## src/rtl/sound_pkg.sv

```systemverilog
// ============================================================================
// Module : sound_pkg
// Brief  : Shared sound constants, types and the noise-period helper.
// Rev    : 1.0  initial release
// ============================================================================
`default_nettype none

package sound_pkg;

  localparam int NOISE_TIMER_W = 18;

  // Noise divisor table, indexed by the 3-bit ratio code r
  localparam logic [4:0] NOISE_DIV [8] = '{5'd2, 5'd4, 5'd8, 5'd12,
                                           5'd16, 5'd20, 5'd24, 5'd28};

  localparam logic [14:0] LFSR_SEED    = 15'h7FFF;
  localparam int          LENGTH_MAX_6 = 64;
  localparam logic [3:0]  VOL_MAX      = 4'd15;

  typedef logic [3:0] volume_t;

  // Period in base ticks; callers never use it for shifts of 14 or 15
  function automatic logic [NOISE_TIMER_W-1:0] noise_period(
    input logic [2:0] ratio,
    input logic [3:0] shift
  );
    logic [NOISE_TIMER_W-1:0] base;
    base = NOISE_TIMER_W'(NOISE_DIV[ratio]);
    return base << shift;
  endfunction

endpackage

`default_nettype wire

```

## src/rtl/noise_channel_if.sv

```systemverilog
// ============================================================================
// Module : noise_channel_if
// Brief  : Control fields, strobes and outputs of sound channel 4.
//          CH4_LFSR_OBSERVE_EN adds the lfsr_state debug output.
// Rev    : 1.0  initial release
// ============================================================================
`default_nettype none

interface noise_channel_if;
  import sound_pkg::*;

  logic        base_tick;
  logic        length_tick;
  logic        env_tick;
  logic        initialize;
  logic [5:0]  length_data;
  volume_t     initial_volume;
  logic        envelope_increasing;
  logic [2:0]  num_envelope_sweeps;
  logic [3:0]  shift_clock_freq_data;
  logic        counter_width;
  logic [2:0]  freq_dividing_ratio;
  logic        dont_loop;
  volume_t     level;
  logic        on_flag;

`ifdef CH4_LFSR_OBSERVE_EN
  logic [14:0] lfsr_state;

  modport master (
    output base_tick, length_tick, env_tick, initialize, length_data,
           initial_volume, envelope_increasing, num_envelope_sweeps,
           shift_clock_freq_data, counter_width, freq_dividing_ratio,
           dont_loop,
    input  level, on_flag, lfsr_state
  );

  modport slave (
    input  base_tick, length_tick, env_tick, initialize, length_data,
           initial_volume, envelope_increasing, num_envelope_sweeps,
           shift_clock_freq_data, counter_width, freq_dividing_ratio,
           dont_loop,
    output level, on_flag, lfsr_state
  );
`else
  modport master (
    output base_tick, length_tick, env_tick, initialize, length_data,
           initial_volume, envelope_increasing, num_envelope_sweeps,
           shift_clock_freq_data, counter_width, freq_dividing_ratio,
           dont_loop,
    input  level, on_flag
  );

  modport slave (
    input  base_tick, length_tick, env_tick, initialize, length_data,
           initial_volume, envelope_increasing, num_envelope_sweeps,
           shift_clock_freq_data, counter_width, freq_dividing_ratio,
           dont_loop,
    output level, on_flag
  );
`endif

endinterface

`default_nettype wire

```

## src/rtl/volume_envelope.sv

```systemverilog
// ============================================================================
// Module : volume_envelope
// Brief  : Volume register with periodic saturating up/down stepping.
// Rev    : 1.0  initial release
// ============================================================================
`default_nettype none

module volume_envelope
  import sound_pkg::*;
(
  input  wire logic       clk,
  input  wire logic       rst,
  input  wire logic       i_trigger,
  input  wire logic       i_env_tick,
  input  wire volume_t    i_initial_volume,
  input  wire logic       i_increasing,
  input  wire logic [2:0] i_sweeps,
  output volume_t         o_volume
);

  volume_t    r_volume;
  logic [2:0] r_step_cnt;
  logic       w_step_due;
  logic       w_at_limit;

  // A zero counter (never loaded) is treated as already expired
  assign w_step_due = (r_step_cnt <= 3'd1);
  assign w_at_limit = i_increasing ? (r_volume == VOL_MAX) : (r_volume == 4'd0);

  always_ff @(posedge clk or posedge rst) begin
    if (rst) begin
      r_volume   <= 4'd0;
      r_step_cnt <= 3'd0;
    end else if (i_trigger) begin
      r_volume   <= i_initial_volume;
      r_step_cnt <= i_sweeps;
    end else if (i_env_tick && (i_sweeps != 3'd0)) begin
      if (w_step_due) begin
        r_step_cnt <= i_sweeps;
        if (!w_at_limit) begin
          r_volume <= i_increasing ? (r_volume + 4'd1) : (r_volume - 4'd1);
        end
      end else begin
        r_step_cnt <= r_step_cnt - 3'd1;
      end
    end
  end

  assign o_volume = r_volume;

endmodule

`default_nettype wire

```

## src/rtl/noise_channel.sv

```systemverilog
// ============================================================================
// Module : noise_channel
// Brief  : Sound channel 4 - LFSR noise with volume envelope and length
//          counter. CH4_LFSR_OBSERVE_EN exposes a registered LFSR copy.
// Rev    : 1.0  initial release
// ============================================================================
`default_nettype none

module noise_channel
  import sound_pkg::*;
#(
  parameter int LFSR_W  = 15,
  parameter int TIMER_W = 18
) (
  input wire logic         ac97_bitclk,
  input wire logic         reset,
  noise_channel_if.slave   bus
);

  logic               r_init_d;
  logic               w_trigger;
  logic               w_dac_on;
  logic [TIMER_W-1:0] r_timer;
  logic [TIMER_W-1:0] w_period;
  logic               w_frozen;
  logic               w_expire;
  logic [LFSR_W-1:0]  r_lfsr;
  logic [LFSR_W-1:0]  w_lfsr_next;
  logic               w_fb;
  logic [6:0]         r_length;
  logic               r_on;
  volume_t            r_level;
  volume_t            w_volume;

  assign w_trigger = bus.initialize & ~r_init_d;
  assign w_dac_on  = (bus.initial_volume != 4'd0) | bus.envelope_increasing;

  always_ff @(posedge ac97_bitclk or posedge reset) begin
    if (reset) r_init_d <= 1'b0;
    else       r_init_d <= bus.initialize;
  end

  // Shift values 14 and 15 stop the timer entirely
  assign w_period = TIMER_W'(noise_period(bus.freq_dividing_ratio,
                                          bus.shift_clock_freq_data));
  assign w_frozen = (bus.shift_clock_freq_data[3:1] == 3'b111);
  assign w_expire = (r_timer <= TIMER_W'(1));

  assign w_fb = r_lfsr[0] ^ r_lfsr[1];

  always_comb begin
    w_lfsr_next = {w_fb, r_lfsr[LFSR_W-1:1]};
    if (bus.counter_width) w_lfsr_next[6] = w_fb;
  end

  always_ff @(posedge ac97_bitclk or posedge reset) begin
    if (reset) begin
      r_timer <= '0;
      r_lfsr  <= LFSR_SEED;
    end else if (w_trigger) begin
      r_timer <= w_period;
      r_lfsr  <= LFSR_SEED;
    end else if (bus.base_tick && !w_frozen) begin
      if (w_expire) begin
        r_timer <= w_period;
        r_lfsr  <= w_lfsr_next;
      end else begin
        r_timer <= r_timer - TIMER_W'(1);
      end
    end
  end

  // Length counter owns on_flag after the trigger decides its start value
  always_ff @(posedge ac97_bitclk or posedge reset) begin
    if (reset) begin
      r_length <= 7'd0;
      r_on     <= 1'b0;
    end else if (w_trigger) begin
      r_length <= 7'(LENGTH_MAX_6) - {1'b0, bus.length_data};
      r_on     <= w_dac_on;
    end else if (bus.length_tick && bus.dont_loop && (r_length != 7'd0)) begin
      r_length <= r_length - 7'd1;
      if (r_length == 7'd1) r_on <= 1'b0;
    end
  end

  volume_envelope u_envelope (
    .clk              (ac97_bitclk),
    .rst              (reset),
    .i_trigger        (w_trigger),
    .i_env_tick       (bus.env_tick),
    .i_initial_volume (bus.initial_volume),
    .i_increasing     (bus.envelope_increasing),
    .i_sweeps         (bus.num_envelope_sweeps),
    .o_volume         (w_volume)
  );

  always_ff @(posedge ac97_bitclk or posedge reset) begin
    if (reset) r_level <= 4'd0;
    else       r_level <= (r_on && !r_lfsr[0]) ? w_volume : 4'd0;
  end

  assign bus.level   = r_level;
  assign bus.on_flag = r_on;

`ifdef CH4_LFSR_OBSERVE_EN
  logic [LFSR_W-1:0] r_lfsr_obs;

  always_ff @(posedge ac97_bitclk or posedge reset) begin
    if (reset) r_lfsr_obs <= LFSR_SEED;
    else       r_lfsr_obs <= r_lfsr;
  end

  assign bus.lfsr_state = r_lfsr_obs;
`endif

endmodule

`default_nettype wire

```

## src/flat_wrapper.sv

```systemverilog
// flat-port wrapper written by rule: the top's interface ports become plain ports
module noise_channel_flat import sound_pkg::*;
#(
  parameter int LFSR_W  = 15,
  parameter int TIMER_W = 18
)
  (ac97_bitclk, reset, bus_base_tick, bus_length_tick, bus_env_tick, bus_initialize, bus_length_data, bus_initial_volume, bus_envelope_increasing, bus_num_envelope_sweeps, bus_shift_clock_freq_data, bus_counter_width, bus_freq_dividing_ratio, bus_dont_loop, bus_level, bus_on_flag);
  noise_channel_if bus_i ();
  input wire logic ac97_bitclk;
  input wire logic reset;
  input wire logic [$bits(bus_i.base_tick)-1:0] bus_base_tick;
  input wire logic [$bits(bus_i.length_tick)-1:0] bus_length_tick;
  input wire logic [$bits(bus_i.env_tick)-1:0] bus_env_tick;
  input wire logic [$bits(bus_i.initialize)-1:0] bus_initialize;
  input wire logic [$bits(bus_i.length_data)-1:0] bus_length_data;
  input wire logic [$bits(bus_i.initial_volume)-1:0] bus_initial_volume;
  input wire logic [$bits(bus_i.envelope_increasing)-1:0] bus_envelope_increasing;
  input wire logic [$bits(bus_i.num_envelope_sweeps)-1:0] bus_num_envelope_sweeps;
  input wire logic [$bits(bus_i.shift_clock_freq_data)-1:0] bus_shift_clock_freq_data;
  input wire logic [$bits(bus_i.counter_width)-1:0] bus_counter_width;
  input wire logic [$bits(bus_i.freq_dividing_ratio)-1:0] bus_freq_dividing_ratio;
  input wire logic [$bits(bus_i.dont_loop)-1:0] bus_dont_loop;
  output wire logic [$bits(bus_i.level)-1:0] bus_level;
  output wire logic [$bits(bus_i.on_flag)-1:0] bus_on_flag;
  assign bus_i.base_tick = bus_base_tick;
  assign bus_i.length_tick = bus_length_tick;
  assign bus_i.env_tick = bus_env_tick;
  assign bus_i.initialize = bus_initialize;
  assign bus_i.length_data = bus_length_data;
  assign bus_i.initial_volume = bus_initial_volume;
  assign bus_i.envelope_increasing = bus_envelope_increasing;
  assign bus_i.num_envelope_sweeps = bus_num_envelope_sweeps;
  assign bus_i.shift_clock_freq_data = bus_shift_clock_freq_data;
  assign bus_i.counter_width = bus_counter_width;
  assign bus_i.freq_dividing_ratio = bus_freq_dividing_ratio;
  assign bus_i.dont_loop = bus_dont_loop;
  assign bus_level = bus_i.level;
  assign bus_on_flag = bus_i.on_flag;
  noise_channel #(.LFSR_W(LFSR_W), .TIMER_W(TIMER_W)) u_core (.ac97_bitclk(ac97_bitclk), .reset(reset), .bus(bus_i));
endmodule
```

## config.mk

```make
export PLATFORM = sky130hd
export DESIGN_NAME = noise_channel_flat
export DESIGN_NICKNAME = d
export VERILOG_FILES = /design/src/rtl/sound_pkg.sv /design/src/rtl/noise_channel_if.sv /design/src/rtl/volume_envelope.sv /design/src/rtl/noise_channel.sv /design/src/flat_wrapper.sv
export SDC_FILE = /design/constraint.sdc
export NUM_CORES = 1
export LEC_CHECK = 0
export ABC_AREA = 1
export BUFFER_PORTS_ARGS = -buffer_cell sky130_fd_sc_hd__buf_2
export CAP_MARGIN = 20
export CORE_ASPECT_RATIO = 0.75
export CORE_MARGIN = 4
export CORE_UTILIZATION = 45
export CTS_BUF_LIST = sky130_fd_sc_hd__clkbuf_4
export DETAILED_ROUTE_END_ITERATION = 10
export GPL_TIMING_DRIVEN = 0
export PLACE_DENSITY = 0.73
export SLEW_MARGIN = 20
export SYNTH_ARGS = -nofsm -noshare
export SYNTH_HDL_FRONTEND = slang
export SYNTH_SLANG_ARGS = --single-unit
```

## constraint.sdc

```tcl
create_clock -name ac97_bitclk -period 4.2 [get_ports ac97_bitclk]
set_input_delay 0.84 -clock ac97_bitclk [delete_from_list [all_inputs] [get_ports ac97_bitclk]]
set_output_delay 0.84 -clock ac97_bitclk [all_outputs]
set_load 0.02 [all_outputs]
```

**After elaboration in Yosys (flattened, before gate mapping)**

Memory sizes are Yosys's and may differ from the RTL's.
Index checks and enable logic that the tools add are counted.

- Register bits: 53
- Latch bits: 0
- RAM bits: 0
- Memory bits (read-only): 40
- Input port bits: 29
- Output and inout bits: 5
- Logic and storage cells: 72
- Memories: 1

Memory list:

| memory | depth | width | read ports | clocked after Yosys merged registers in | write ports | line | RTL |
|---|---|---|---|---|---|---|---|
| (name not given) | 8 | 5 | 1 | 0 | 0 | sound_pkg.sv:28 | `base = NOISE_TIMER_W'(NOISE_DIV[ratio]);` |

- Add/subtract/negate cells: 6
- Multiply operators: 0
- Div/mod/pow operators: 0
- Order comparisons: 3
- Equality and inequality tests: 4
- Shifts and indexed selects: 1
- Mux-type cells: 24
- Bitwise gates (word level): 5
- Reduce and logical (&&, ||, !) cells: 20

Operators by type and width:

| kind | count |
|---|---|
| 2-to-1 mux 18 bit | 3 |
| 2-to-1 mux 15 bit | 3 |
| 2-to-1 mux 4 bit | 6 |
| <= comparator 18 x 1 -> 1 bit (second input constant) | 1 |
| left shift 5 x 4 -> 18 bit | 1 |
| subtractor 18 x 1 -> 18 bit (second input constant) | 1 |
| 2-to-1 mux 7 bit | 2 |
| nonzero test 2 bit | 6 |
| 2-to-1 mux 5 bit | 2 |
| 2-to-1 mux 3 bit | 3 |
| equality test 7 x 1 -> 1 bit (second input constant) | 1 |
| nonzero test 7 bit | 1 |
| subtractor 7 x 1 -> 7 bit (second input constant) | 1 |
| subtractor 7 x 6 -> 7 bit (first input constant) | 1 |
| logical AND 1 bit | 5 |
| 2-to-1 mux 1 bit | 5 |
| adder 4 x 1 -> 4 bit (second input constant) | 1 |
| equality test 4 bit (second input constant) | 1 |
| >= comparator 4 bit (second input constant) | 1 |
| zero test 4 bit | 1 |
| NOT 3 -> 4 bit | 1 |
| AND reduction 2 bit | 2 |
| nonzero test 4 bit | 1 |
| subtractor 4 x 1 -> 4 bit (second input constant) | 1 |
| 11 further kinds | 12 |

**Depth between registers and ports, before layout**

- Depth in word-level cells: 8
- Gate-level depth with buffers: 13
- Depth with buffers taken out: 12

**By module**

From an unflattened synthesis, not the netlist that was laid out.

- Cells, all modules: 547
- Area total of the unflattened synthesis: 3778.6 um2

Modules (own cells, without submodules):

| module | instances | cells each | area each (um2) | sequential area each (um2) |
|---|---|---|---|---|
| noise_channel | 1 | 455 | 3164.3 | 1169.9 |
| volume_envelope | 1 | 92 | 614.3 | 175.2 |

**Least setup slack after synthesis**

Ideal clock, no wire load.

- Path type: input -> register
- From: input port bus_envelope_increasing
- To: register u_core.u_envelope.r_volume[3] (netlist: u_core.u_envelope.o_volume[3])
- Library setup time: 128 ps
- Arrival time: 1718 ps
- Required time: 4072 ps
- Slack: 2355 ps
- Cell stages on the path: 8
- Path buffers: 0
- Cell sequence: inv_1 -> ha_1 -> a21oi_1 -> nand4_1 -> nand3_1 -> nand2_1 -> nand2_1 -> o21ai_0

- Word-level cells in the longest chain between the ends: 5
- Elaborated cells on any way between the ends: 8
- Those cells by class: eq/ne (1); mux (6); reduce/logical (1)

RTL lines:

| element | line | RTL |
|---|---|---|
| start: declaration | flat_wrapper.sv:17 | `input wire logic [$bits(bus_i.envelope_increasing)-1:0] bus_envelope_increasing;` |
| 2-to-1 mux 4 bit | volume_envelope.sv:41 | `r_volume <= i_increasing ? (r_volume + 4'd1) : (r_volume - 4'd1);` |
| 2-to-1 mux 4 bit | volume_envelope.sv:40 | `if (!w_at_limit) begin` |
| 2-to-1 mux 4 bit | volume_envelope.sv:38 | `if (w_step_due) begin` |
| 2-to-1 mux 4 bit | volume_envelope.sv:37 | `end else if (i_env_tick && (i_sweeps != 3'd0)) begin` |
| 2-to-1 mux 4 bit | volume_envelope.sv:34 | `end else if (i_trigger) begin` |
| end signal: assignment | volume_envelope.sv:35 | `r_volume <= i_initial_volume;` |
| end signal: assignment | volume_envelope.sv:41 |  |
| end: declaration | volume_envelope.sv:21 | `volume_t r_volume;` |

Parallel ways exist; a longest one is shown, timed or not. The select of a mux whose other input is x is not followed.
A chain may end at the register's enable or synchronous reset.

**Final worst setup path**

- From: register u_core.r_timer[0]
- To: register u_core.r_timer[10]

- Word-level cells in the longest chain between the ends: 4
- Elaborated cells on any way between the ends: 5
- Those cells by class: add/sub (1); order compare (1); mux (3)

RTL lines:

| element | line | RTL |
|---|---|---|
| start: declaration | noise_channel.sv:23 | `logic [TIMER_W-1:0] r_timer;` |
| start signal: assignment | noise_channel.sv:61 | `r_timer <= w_period;` |
| start signal: assignment | noise_channel.sv:65 | `r_timer <= w_period;` |
| start signal: assignment | noise_channel.sv:68 | `r_timer <= r_timer - TIMER_W'(1);` |
| subtractor 18 x 1 -> 18 bit or <= comparator 18 x 1 -> 1 bit (tied branches) | noise_channel.sv:68, noise_channel.sv:47 |  |
| 2-to-1 mux 18 bit (*) | noise_channel.sv:64 | `if (w_expire) begin` |
| 2-to-1 mux 18 bit (*) | noise_channel.sv:63 | `end else if (bus.base_tick && !w_frozen) begin` |
| 2-to-1 mux 18 bit (*) | noise_channel.sv:60 | `end else if (w_trigger) begin` |

Every way passes the cells marked *; elsewhere a longest branch is shown, timed or not. The select of a mux whose other input is x is not followed.

==> qor.txt <==
================================================================================
Share of cells above drive strength 1 .............................        16.6%
H-tree depth ......................................................            2
Number of clock sinks .............................................           53
Cell chosen for the clock root ....................................     clkbuf_4
Global-route wire length before repair ............................     15800 um
Total of endpoints with negative setup slack in the final report ..            0
Average footprint of a synthesized cell ...........................    6.87 um^2
Cell area after synthesis .........................................    3720 um^2
Total I/O pin count ...............................................           34
RSZ-0062 raised after global routing ..............................           no
CP endpoint kind ..................................................     register
Sequential element share of the synthesized area ..................        36.1%
Async set or reset register ratio after synthesis .................         100%
Via total after detailed routing ..................................         3566
Overflow left after global routing ................................            0
Crit path DAT .....................................................      2.23 ns
Mapped Cells ......................................................          542
Cell total after placement ........................................          680
Number of enable-type register cells in the synthesized netlist ...            0
Number of max-slew violations in the final report .................            0
Power share of the clock group ....................................        11.9%
Worst-case setup margin in the final layout .......................      2.24 ns
Via/cell ratio ....................................................         5.18
Total leakage power ...............................................      2.08 nW
Setup slack at placement ..........................................      1.95 ns
Minimum hold slack ................................................     0.488 ns
Clock buffer count from CTS .......................................            5
Initial antenna violation count ...................................            0
Type of the worst setup path ......................................      reg2reg
Post-CTS Hold Buffers .............................................            0
Area share of the largest cell type after synthesis ...............        25.5%
Port-buffer cells .................................................           33
Synth top area cells .............................................. dfrtp_1 26%, nand2_1 19%, dfstp_2 11%
Largest area contributor in the synthesized netlist ...............      dfrtp_1
Data required time of the worst path ..............................      4.47 ns
Share of total power in combinational logic .......................        44.4%
Maximum VDD drop ..................................................       265 uV
Initial detailed-routing violation count ..........................          296
Switching Fraction ................................................        44.6%
Routed WL per cell ................................................      13.3 um
CTS clk-pin slew, worst paths .....................................      0.15 ns
Most common cell in the synthesized netlist .......................      nand2_1
Endpoints failing hold ............................................            0
Net switching power ...............................................   0.000889 W
Core occupancy in the finished layout .............................        51.1%
Proportion of power drawn by flip-flops and latches ...............        43.7%
Sum of negative setup slack .......................................         0 ns
Overall die width .................................................       113 um
Final standard cell count with taps included and fillers excluded .          688
Post-detail-place hpwl ............................................      6990 um
TritonCTS clock tree ..............................................          yes
Nets ..............................................................          622
Power Dens Cells ..................................................  489 nW/um^2
Worst Skew ........................................................    0.0213 ns
Normalized max-slew margin ........................................        56.0%
Total nets after synthesis ........................................          582
Pre-Repair DR Iteration Count .....................................            5
Synthesis Warnings ................................................            0
Die span in y .....................................................      86.8 um
Class of the worst hold path ......................................      reg2reg
Critical Path Fanout Max ..........................................           10
Post-detailed-route count of antenna-violating nets ...............            0
Count of inserted antenna diode cells .............................            0
Final Critical Period .............................................      1.96 ns
Routability-driven placement congestion ratio .....................        0.925
Initial standard-cell utilization of the core .....................        46.6%
Final cycle utilization of the critical path ......................        46.6%
Maxcap violations .................................................            0
Internal cell power ...............................................    0.00111 W
Clk Latency, worst-skew pair ......................................      0.38 ns
Result of the run .................................................    completed
Number of buffers inserted to repair setup after CTS ..............            0
Die Footprint .....................................................    9810 um^2
Startpoint Class ..................................................     register
Maximum number of pins on one net before global-route repair ......           54
Number of remaining DRC errors ....................................            0
Most instantiated flip-flop cell in the synthesis netlist .........      dfrtp_1
Overall global routing resource usage .............................        19.7%
Wire length reported by the detailed router .......................      9120 um
Timing-limited maximum frequency ..................................      511 MHz
Register bit total from synthesis .................................           53
Number of instances resized during post-cts repair ................            0
Number of placement rows ..........................................           28
Area of the core ..................................................    7990 um^2
Maximum root-to-sink buffer count .................................            2
Number of different library cells in the post-synthesis netlist ...           31
Ranking of synthesized cells by instance count .................... 188 x nand2_1, 59 x nor2_1, 52 x inv_1, 52 x nand3_1, 38 x dfrtp_1
Via count of the first global-routing pass ........................         3404
Worst-margin pin slew .............................................     0.660 ns
Fillers ...........................................................          801
Area growth, synth to finish ......................................        9.61%
================================================================================
==> path summary, 6_finish.rpt <==
path | from | end | slack, ns | cells after the start
min | u_core.r_lfsr[6] | u_core.r_lfsr[6] | 0.49 | 2
max reg2reg | u_core.r_timer[0] | u_core.r_timer[10] | 2.24 | 12
max | u_core.r_timer[0] | u_core.r_timer[10] | 2.24 | 12
max in group asynchronous | reset | u_core.r_timer[10] | 3.21 | 2
min reg2reg | u_core.r_lfsr[6] | u_core.r_lfsr[6] | 0.49 | 2
min in group asynchronous | reset | u_core.r_timer[6] | 0.53 | 2
==> worst max-delay path, stage by stage, from the launching register on <==
cell     delay, ns
dfrtp_1       0.45
inv_1         0.11
ha_1          0.22
nand2_1       0.11
nand2_1       0.08
nand2_1       0.08
nor2_4        0.12
nand2_4       0.10
nand2_4       0.11
buf_4         0.17
nand3_1       0.17
nand2_1       0.11
nand2_1       0.05
==> metrics by stage <==
step	instance area [um^2]	power, W
6_report	4080	0.00199
5_1_grt	4080	0.00219
4_1_cts	4080	0.00200
3_5_place_dp	4020	0.00176
3_3_place_gp	4020	0.00173
2_1_floorplan	3720	0.00154
==> logic make-up (layout without fill, tap and decap cells) <==
group | after synthesis | after routing | share of synthesized area [%]
buf+inv | 69 | 110 | 8.03
compound gates | 63 | 63 | 10.2
flops | 53 | 53 | 36.1
fa+ha+maj | 11 | 11 | 3.90
simple gates | 337 | 337 | 39.6
xor+xnor | 9 | 9 | 2.12
==> area by class of cell <==
cell class	instances	area, um^2	share of cell area, %
sequential	53	1350	33.0
timing repair buffer	33	165	4.05
inverter	53	201	4.94
clock inverter	3	21.3	0.521
tap	105	131	3.22
clock buffer	5	37.5	0.920
multi-input combinational	420	2080	51.0
buffer	16	100	2.45
==> per-layer routing <==
layer | GRT usage, % | share of wire, %
met1 | 29.1 | 51
met2 | 29.3 | 42
met3 | 3.98 | 6.6
met4 | 5.35 | 0.75
met5 | 0 | 0
==> registers in the layout, indices dropped and copies added, names as in the netlist <==
| register | flops |
|---|---|
| u_core.r_length | 7 |
| u_core.bus.level | 4 |
| u_core.r_timer | 18 |
| u_core.bus.on_flag | 1 |
| u_core.u_envelope.o_volume | 4 |
| u_core.u_envelope.r_step_cnt | 3 |
| u_core.r_init_d | 1 |
| u_core.r_lfsr | 15 |
==> cell usage in the layout, fill, tap and decap left out, types with 3 or more instances in the layout <==
master and instances:
nand2_1 188, nor2_1 59, nand3_1 52, inv_1 51, buf_2 38, dfrtp_1 38
o21ai_0 33, dfstp_2 15, o21ai_2 14, nand4_1 12, ha_1 10, a21oi_1 9
xor2_1 7, nor3_1 7, nor2_4 6, clkbuf_1 6, clkbuf_4 5, buf_6 4
o211ai_1 4, nor2_2 3, nand2_4 3
==> power groups by stage <==
| stage | clock network, W | registers [W] | logic [W] |
|---|---|---|---|
| 3_3_place_gp | 0 | 0.000877 | 0.000852 |
| 2_1_floorplan | 0 | 0.000864 | 0.000674 |
| 4_1_cts | 0.000246 | 0.000869 | 0.000882 |
| 5_1_grt | 0.000273 | 0.000899 | 0.00102 |
| 3_5_place_dp | 0 | 0.000880 | 0.000878 |
| 6_report | 0.000237 | 0.000873 | 0.000886 |
No activity file was read; power rests on OpenSTA's default activity.
